`config.mk`:
```
export PLATFORM = sky130hd
export DESIGN_NAME = mtr_drv
export DESIGN_NICKNAME = d
export VERILOG_FILES = /design/src/rtl/mtr_drv.sv
export SDC_FILE = /design/constraint.sdc
export NUM_CORES = 1
export LEC_CHECK = 0
export CORE_MARGIN = 3
export CORE_UTILIZATION = 45
export CTS_BUF_LIST = sky130_fd_sc_hd__clkbuf_4
export CTS_CLUSTER_DIAMETER = 150
export DETAILED_ROUTE_END_ITERATION = 8
export PLACE_DENSITY = 0.67
export SLEW_MARGIN = 20
export SYNTH_ARGS = -nofsm -noshare
export SYNTH_HDL_FRONTEND = slang
export SYNTH_SLANG_ARGS = --single-unit
```
`constraint.sdc`:
```
create_clock -name clk -period 6.71 [get_ports clk]
set_clock_uncertainty 0.1 [all_clocks]
set_input_delay 0.671 -clock clk [delete_from_list [all_inputs] [get_ports clk]]
set_output_delay 0.671 -clock clk [all_outputs]
set_load 0.05 [all_outputs]
```
`src/rtl/mtr_drv.sv`:
```
// Dual-channel H-bridge PWM driver with period-aligned duty latching and dead-time on reversal.
// Optional dynamic brake on zero duty: define MTR_DRV_BRAKE_EN.
module mtr_drv #(
    parameter int DEAD_PERIODS = 2
) (
    input  logic        clk,
    input  logic        rst_n,
    input  logic        en,
    input  logic [10:0] lft_spd,
    input  logic        lft_rev,
    input  logic [10:0] rght_spd,
    input  logic        rght_rev,
    output logic        PWM_frwrd_lft,
    output logic        PWM_rev_lft,
    output logic        PWM_frwrd_rght,
    output logic        PWM_rev_rght,
    output logic        lft_dead,
    output logic        rght_dead
);

    typedef enum logic [1:0] {COAST, FWD, REV, DEAD} state_t;

    logic [10:0] cnt_q, cnt_d;
    logic        boundary;

    // Index 0 is the left channel, index 1 the right channel.
    logic [10:0] spd       [2];
    logic        rev_in    [2];
    state_t      state_q   [2];
    state_t      state_d   [2];
    logic [10:0] duty_q    [2];
    logic [10:0] duty_d    [2];
    logic [2:0]  dcnt_q    [2];
    logic [2:0]  dcnt_d    [2];
    logic        frwrd_q   [2];
    logic        frwrd_d   [2];
    logic        rvs_q     [2];
    logic        rvs_d     [2];

    assign spd[0]    = lft_spd;
    assign spd[1]    = rght_spd;
    assign rev_in[0] = lft_rev;
    assign rev_in[1] = rght_rev;
    assign boundary  = (cnt_q == 11'h7FF);

    always_comb begin
        cnt_d = cnt_q + 11'd1;
        for (int ch = 0; ch < 2; ch++) begin
            state_d[ch] = state_q[ch];
            duty_d[ch]  = duty_q[ch];
            dcnt_d[ch]  = dcnt_q[ch];
            frwrd_d[ch] = 1'b0;
            rvs_d[ch]   = 1'b0;

            if (boundary) begin
                duty_d[ch] = spd[ch];
            end

            // Enable loss is immediate; everything else waits for the period boundary.
            if (!en) begin
                state_d[ch] = COAST;
                dcnt_d[ch]  = 3'd0;
            end else if (boundary) begin
                case (state_q[ch])
                    COAST: state_d[ch] = rev_in[ch] ? REV : FWD;
                    FWD: begin
                        if (rev_in[ch]) begin
                            state_d[ch] = DEAD;
                            dcnt_d[ch]  = 3'(DEAD_PERIODS);
                        end
                    end
                    REV: begin
                        if (!rev_in[ch]) begin
                            state_d[ch] = DEAD;
                            dcnt_d[ch]  = 3'(DEAD_PERIODS);
                        end
                    end
                    DEAD: begin
                        dcnt_d[ch] = dcnt_q[ch] - 3'd1;
                        if (dcnt_q[ch] == 3'd1) begin
                            state_d[ch] = rev_in[ch] ? REV : FWD;
                        end
                    end
                    default: state_d[ch] = COAST;
                endcase
            end

            // Drive lines are computed from next-cycle values so the flops line up with cnt_q.
            frwrd_d[ch] = (state_d[ch] == FWD) && (cnt_d < duty_d[ch]);
            rvs_d[ch]   = (state_d[ch] == REV) && (cnt_d < duty_d[ch]);
`ifdef MTR_DRV_BRAKE_EN
            if ((state_d[ch] == FWD || state_d[ch] == REV) && duty_d[ch] == 11'd0) begin
                frwrd_d[ch] = 1'b1;
                rvs_d[ch]   = 1'b1;
            end
`endif
        end
    end

    always_ff @(posedge clk) begin
        if (!rst_n) begin
            cnt_q <= 11'd0;
            for (int ch = 0; ch < 2; ch++) begin
                state_q[ch] <= COAST;
                duty_q[ch]  <= 11'd0;
                dcnt_q[ch]  <= 3'd0;
                frwrd_q[ch] <= 1'b0;
                rvs_q[ch]   <= 1'b0;
            end
        end else begin
            cnt_q <= cnt_d;
            for (int ch = 0; ch < 2; ch++) begin
                state_q[ch] <= state_d[ch];
                duty_q[ch]  <= duty_d[ch];
                dcnt_q[ch]  <= dcnt_d[ch];
                frwrd_q[ch] <= frwrd_d[ch];
                rvs_q[ch]   <= rvs_d[ch];
            end
        end
    end

    assign PWM_frwrd_lft  = frwrd_q[0];
    assign PWM_rev_lft    = rvs_q[0];
    assign PWM_frwrd_rght = frwrd_q[1];
    assign PWM_rev_rght   = rvs_q[1];
    assign lft_dead       = (state_q[0] == DEAD);
    assign rght_dead      = (state_q[1] == DEAD);

endmodule

```
* Word level (Yosys, flattened, before mapping)
Memory sizes are Yosys's and may differ from the RTL's.
Cells that the tools add are included.
** Word-level totals
- ROM bits :: 0
- Memories kept :: 5
- Bits in latches :: 0
- Flip-flop bits (word level) :: 11
- Logic and storage cells :: 78
- RAM bits :: 36
- Bits of input ports :: 27
** Cells by class
- $lt $le $gt $ge :: 2
- Multiplexer cells :: 38
- Reductions and logical operators :: 6
- Div/mod/pow operators :: 0
- $add $sub $neg :: 3
- Shift-type cells :: 0
- Bitwise gates (word level) :: 10
- Eq/ne operators :: 13
- Multipliers :: 0
** Memory list
- duty_q :: words 2, bits a word 11, read ports 2, clocked after Yosys merged registers in 0, wr ports 2, RTL line 31 : logic [10:0] duty_q [2];
- dcnt_q :: words 2, bits a word 3, read ports 2, clocked after Yosys merged registers in 0, wr ports 2, RTL line 33 : logic [2:0] dcnt_q [2];
- state_q :: words 2, bits a word 2, read ports 2, clocked after Yosys merged registers in 0, wr ports 2, RTL line 29 : state_t state_q [2];
- frwrd_q :: words 2, bits a word 1, read ports 2, clocked after Yosys merged registers in 0, wr ports 2, RTL line 35 : logic frwrd_q [2];
- rvs_q :: words 2, bits a word 1, read ports 2, clocked after Yosys merged registers in 0, wr ports 2, RTL line 37 : logic rvs_q [2];
** Operator list (number)
- 2-to-1 mux 11 bit :: 4
- 2-to-1 mux 3 bit :: 10
- 2-to-1 mux 2 bit :: 14
- less-than comparator 11 bit :: 2
- case mux 3 bit (3 select lines) :: 2
- case mux 2 bit (4 select lines) :: 2
- equality test 2 bit, second input constant :: 6
- adder 11 x 1 -> 11 bit, second input constant :: 1
- equality test 11 bit, second input constant :: 1
- OR 1 bit :: 10
- equality test 2 x 1 -> 1 bit, second input constant :: 4
- equality test 3 x 1 -> 1 bit, second input constant :: 2
- 2-to-1 mux 1 bit :: 6
- subtractor 3 x 1 -> 3 bit, second input constant :: 2
- logical AND 1 bit :: 4
- zero test 2 bit :: 2

* Depth between registers and ports, before layout
- Depth after elaboration :: 8
- Depth in mapped cells :: 10
- Depth with buffers taken out :: 9

* Worst setup path before layout
No wires, ideal clock.
- Kind :: register to register
- From :: register cnt_q[0]
- To :: memory frwrd_q[1][0], in the netlist frwrd_q[0][1]
- Stages on the path, launching flop included :: 11
- Buffers on the path :: 1
- Slack :: 3.952 ns
- Setup time :: 0.086 ns
- Data required time :: 6.524 ns
- Data arrival time :: 2.573 ns
- Period minus slack after synthesis :: 2.758 ns
- Cells stage by stage :: dfxtp_1 -> ha_1 -> nand3_1 -> nor4_4 -> buf_2 -> mux2i_1 -> ha_1 -> and3b_1 -> o211ai_1 -> o211ai_1 -> a211oi_1
** RTL lines
- from (decl) :: RTL line 23 : logic [10:0] cnt_q, cnt_d;
- from (signal assigned) :: RTL line 111 : cnt_q <= cnt_d;
- to (decl) :: RTL line 35

==> flow_summary.toml <==
[grt]
grt_max_degree = 37
grt-ovfl-total = 0
grt_pass1_wl_mm = 8.67
grt_pass1_vias = 1844
grtUsageTotal = 0.170
antenna_found_initial = 0

[logic_synthesis]
synth-edff-count = 0
synthDistinctLibCells = 37
synth_seq_cells = 47
synthCells = 272
synth_top_cell_area_share = 0.363
synth_async_sr_flop_share = 0
synthesis.nets = 324
synth_top_cell_by_area = "dfxtp_1"
seq_area_frac_synth = 0.363
synth_area_leaders = "dfxtp_1, ha_1, mux2i_1"
synth_ff_type = "dfxtp_1"
synth_area_mm2 = 0.00259
syn_avg_cell_area_um2 = 9.53
yosysWarningCount = 0

[timing]
hold_violations = 0
period_share = 0.473
slew_headroom = 0.661
max_freq_mhz = 315
worst_pin_slew_ps = 507
fin_tns_setup_ps = 0
setup_violations = 0
rsz0062_at_grt = "no"
drv_slew = 0
min_period_ps = 3170

[placement]
dpl_cell_area_mm2 = 0.00296
place_congestion = 0.816
dp_hpwl_mm = 4.00
numPortBuffers = 32

[floorplanning]
core-area_mm2 = 0.00554
die_h_um = 81.9
rows = 27
start_util = 0.468
ios = 33
die-width_um = 81.9
die_area_mm2 = 0.00671

[cts]
cts_resized = 0
clock_latency_ps = 350
cts_max_level = 2
cts_sinks = 47
clockBufferDepth = 2
cts_setup_buffers = 0
clkTransAtPathRegs_ps = 130
cts_root_buffer = "clkbuf_4"
cts_tree = "done"
holdBufCountCts = 0
cts_buffers = 5

[pwr]
p_leak_nw = 1.08
vdd_ir_drop_max_mv = 0.117
power_density_mw_per_mm2 = 154

[worst_setup_path]
cp_slowest_cell = "buf_4"
slowest_delay_ps = 450
crit_chain = "ha_1, nand3_1, nor4_4, buf_4, mux2i_1, ha_1, and3b_1, o211ai_1, o211ai_1, a211oi_1"
path_max_fanout = 31
worstSetupStartpoint = "cnt_q[0]"
endpoint_kind = "flop"
crit_type = "flop to flop"
cp-start-kind = "flop"
worstReg2RegStart = "cnt_q[0]"
critPathArrivalTime_ps = 3360
required_ps = 6900

[routing]
ant_nets = 0
drc = 0
wl_per_cell_um = 14.1
vias_per_cell = 5.26
drtIter0Drc = 73
firstDrtPassIters = 4
vias = 1966
wirelength_mm = 5.28

[final_layout]
antennaDiodeCount = 0
final_nets = 353
areaGrowthSynthToFinish_pct = 16.1
mostFrequentLayoutCells = "dfxtp_1, clkdlybuf4s50_1, ha_1"
final_common_cell = "dfxtp_1"
design_area_mm2 = 0.00301
drive_gt1_frac = 0.0397
fillers = 527

[hold_path]
min_from = "duty_q[0][0]"
hold_path.class = "flop to flop"

[run]
cap_violations = 0

[outcome]
status = "finished clean"
==> worst max-delay path, delay by kind of cell (launching register included) <==
family                     cells  cell delay [ps]
DFF                            1              400
muxes                          1              310
and+or+nand+nor                3              720
AOI/OAI and AO/OA              3              550
buffers and inverters          1              450
adders and majority gates      2              560
==> layer usage <==
metal | part of all wire | track usage
met1 | 0.50 | 0.221
met2 | 0.45 | 0.278
met3 | 0.044 | 0.0428
met4 | 0.011 | 0.0449
met5 | 0 | 0
==> synth_stat cells (3+ instances only) <==
| master | count |
|---|---|
| and2_1 | 11 |
| dfxtp_1 | 47 |
| and3b_1 | 7 |
| clkbuf_1 | 8 |
| mux2i_1 | 23 |
| a21oi_1 | 11 |
| xor2_1 | 5 |
| nand2_1 | 16 |
| inv_1 | 8 |
| o211ai_1 | 6 |
| xnor2_1 | 4 |
| o21a_1 | 4 |
| ha_1 | 25 |
| nand3b_1 | 8 |
| nor2b_1 | 23 |
| and4_1 | 4 |
| a211oi_1 | 10 |
| nor2_1 | 7 |
| nand4_1 | 3 |
| nand3_1 | 12 |
| o21ai_0 | 9 |
==> through the flow <==
| stage | hold WS [ps] | util | cells | power, W | setup slack [ps] |
|---|---|---|---|---|---|
| final | 375 | 0.543 | 374 | 0.000463 | 3540 |
| after global routing | 411 | 0.543 | 374 | 0.000486 | 3240 |
| after CTS | 379 | 0.543 | 374 | 0.000469 | 3490 |
| after detailed placement | 362 | 0.533 | 366 | 0.000341 | 3520 |
| after global placement | 362 | 0.533 | 366 | 0.000342 | 3620 |
| after floorplan | 339 | - | 272 | 0.000317 | 3950 |
==> layout make-up <==
cell class	count	area [um2]	area share
multi-input combinational	205	1560	0.518
sequential	47	941	0.313
timing repair buffer	34	335	0.111
tap	72	90.1	0.0300
clock buffer	6	45.0	0.0150
inverter	8	30.0	0.00998
clock inverter	2	7.51	0.00250
==> state kept, by name (all words and copies together), names as in the netlist <==
name,cells
rvs_q,2
frwrd_q,2
state_q,4
duty_q,22
cnt_q,11
dcnt_q,6
==> cells by family (layout without fill, tap and decap cells) <==
family	Yosys count	after routing	share of synthesized area
XOR/XNOR	9	9	0.0304
multiplexers	24	24	0.0932
AO/OA/AOI/OAI	48	48	0.123
adder cells (fa/ha/maj)	25	25	0.121
AND/OR/NAND/NOR	99	99	0.235
buffers and inverters	20	50	0.0352
flip-flops	47	47	0.363
==> power by group <==
part	leakage (nW)	internal, W	switching, W
combinational	0.671	0.0000312	0.0000215
clock	0.0307	0.0000430	0.0000854
sequential	0.379	0.000281	0.00000141
total	1.08	0.000355	0.000108
==> path summary, 6_finish.rpt <==
kind | slack, ps | to | cells after the start
worst min register to register | 370 | duty_q[0][0] | 2
worst max register to register | 3540 | frwrd_q[0][1] | 10
worst max-delay path | 3540 | frwrd_q[0][1] | 10
worst min-delay path | 370 | duty_q[0][0] | 2
Power figures use the tool's default switching activity.
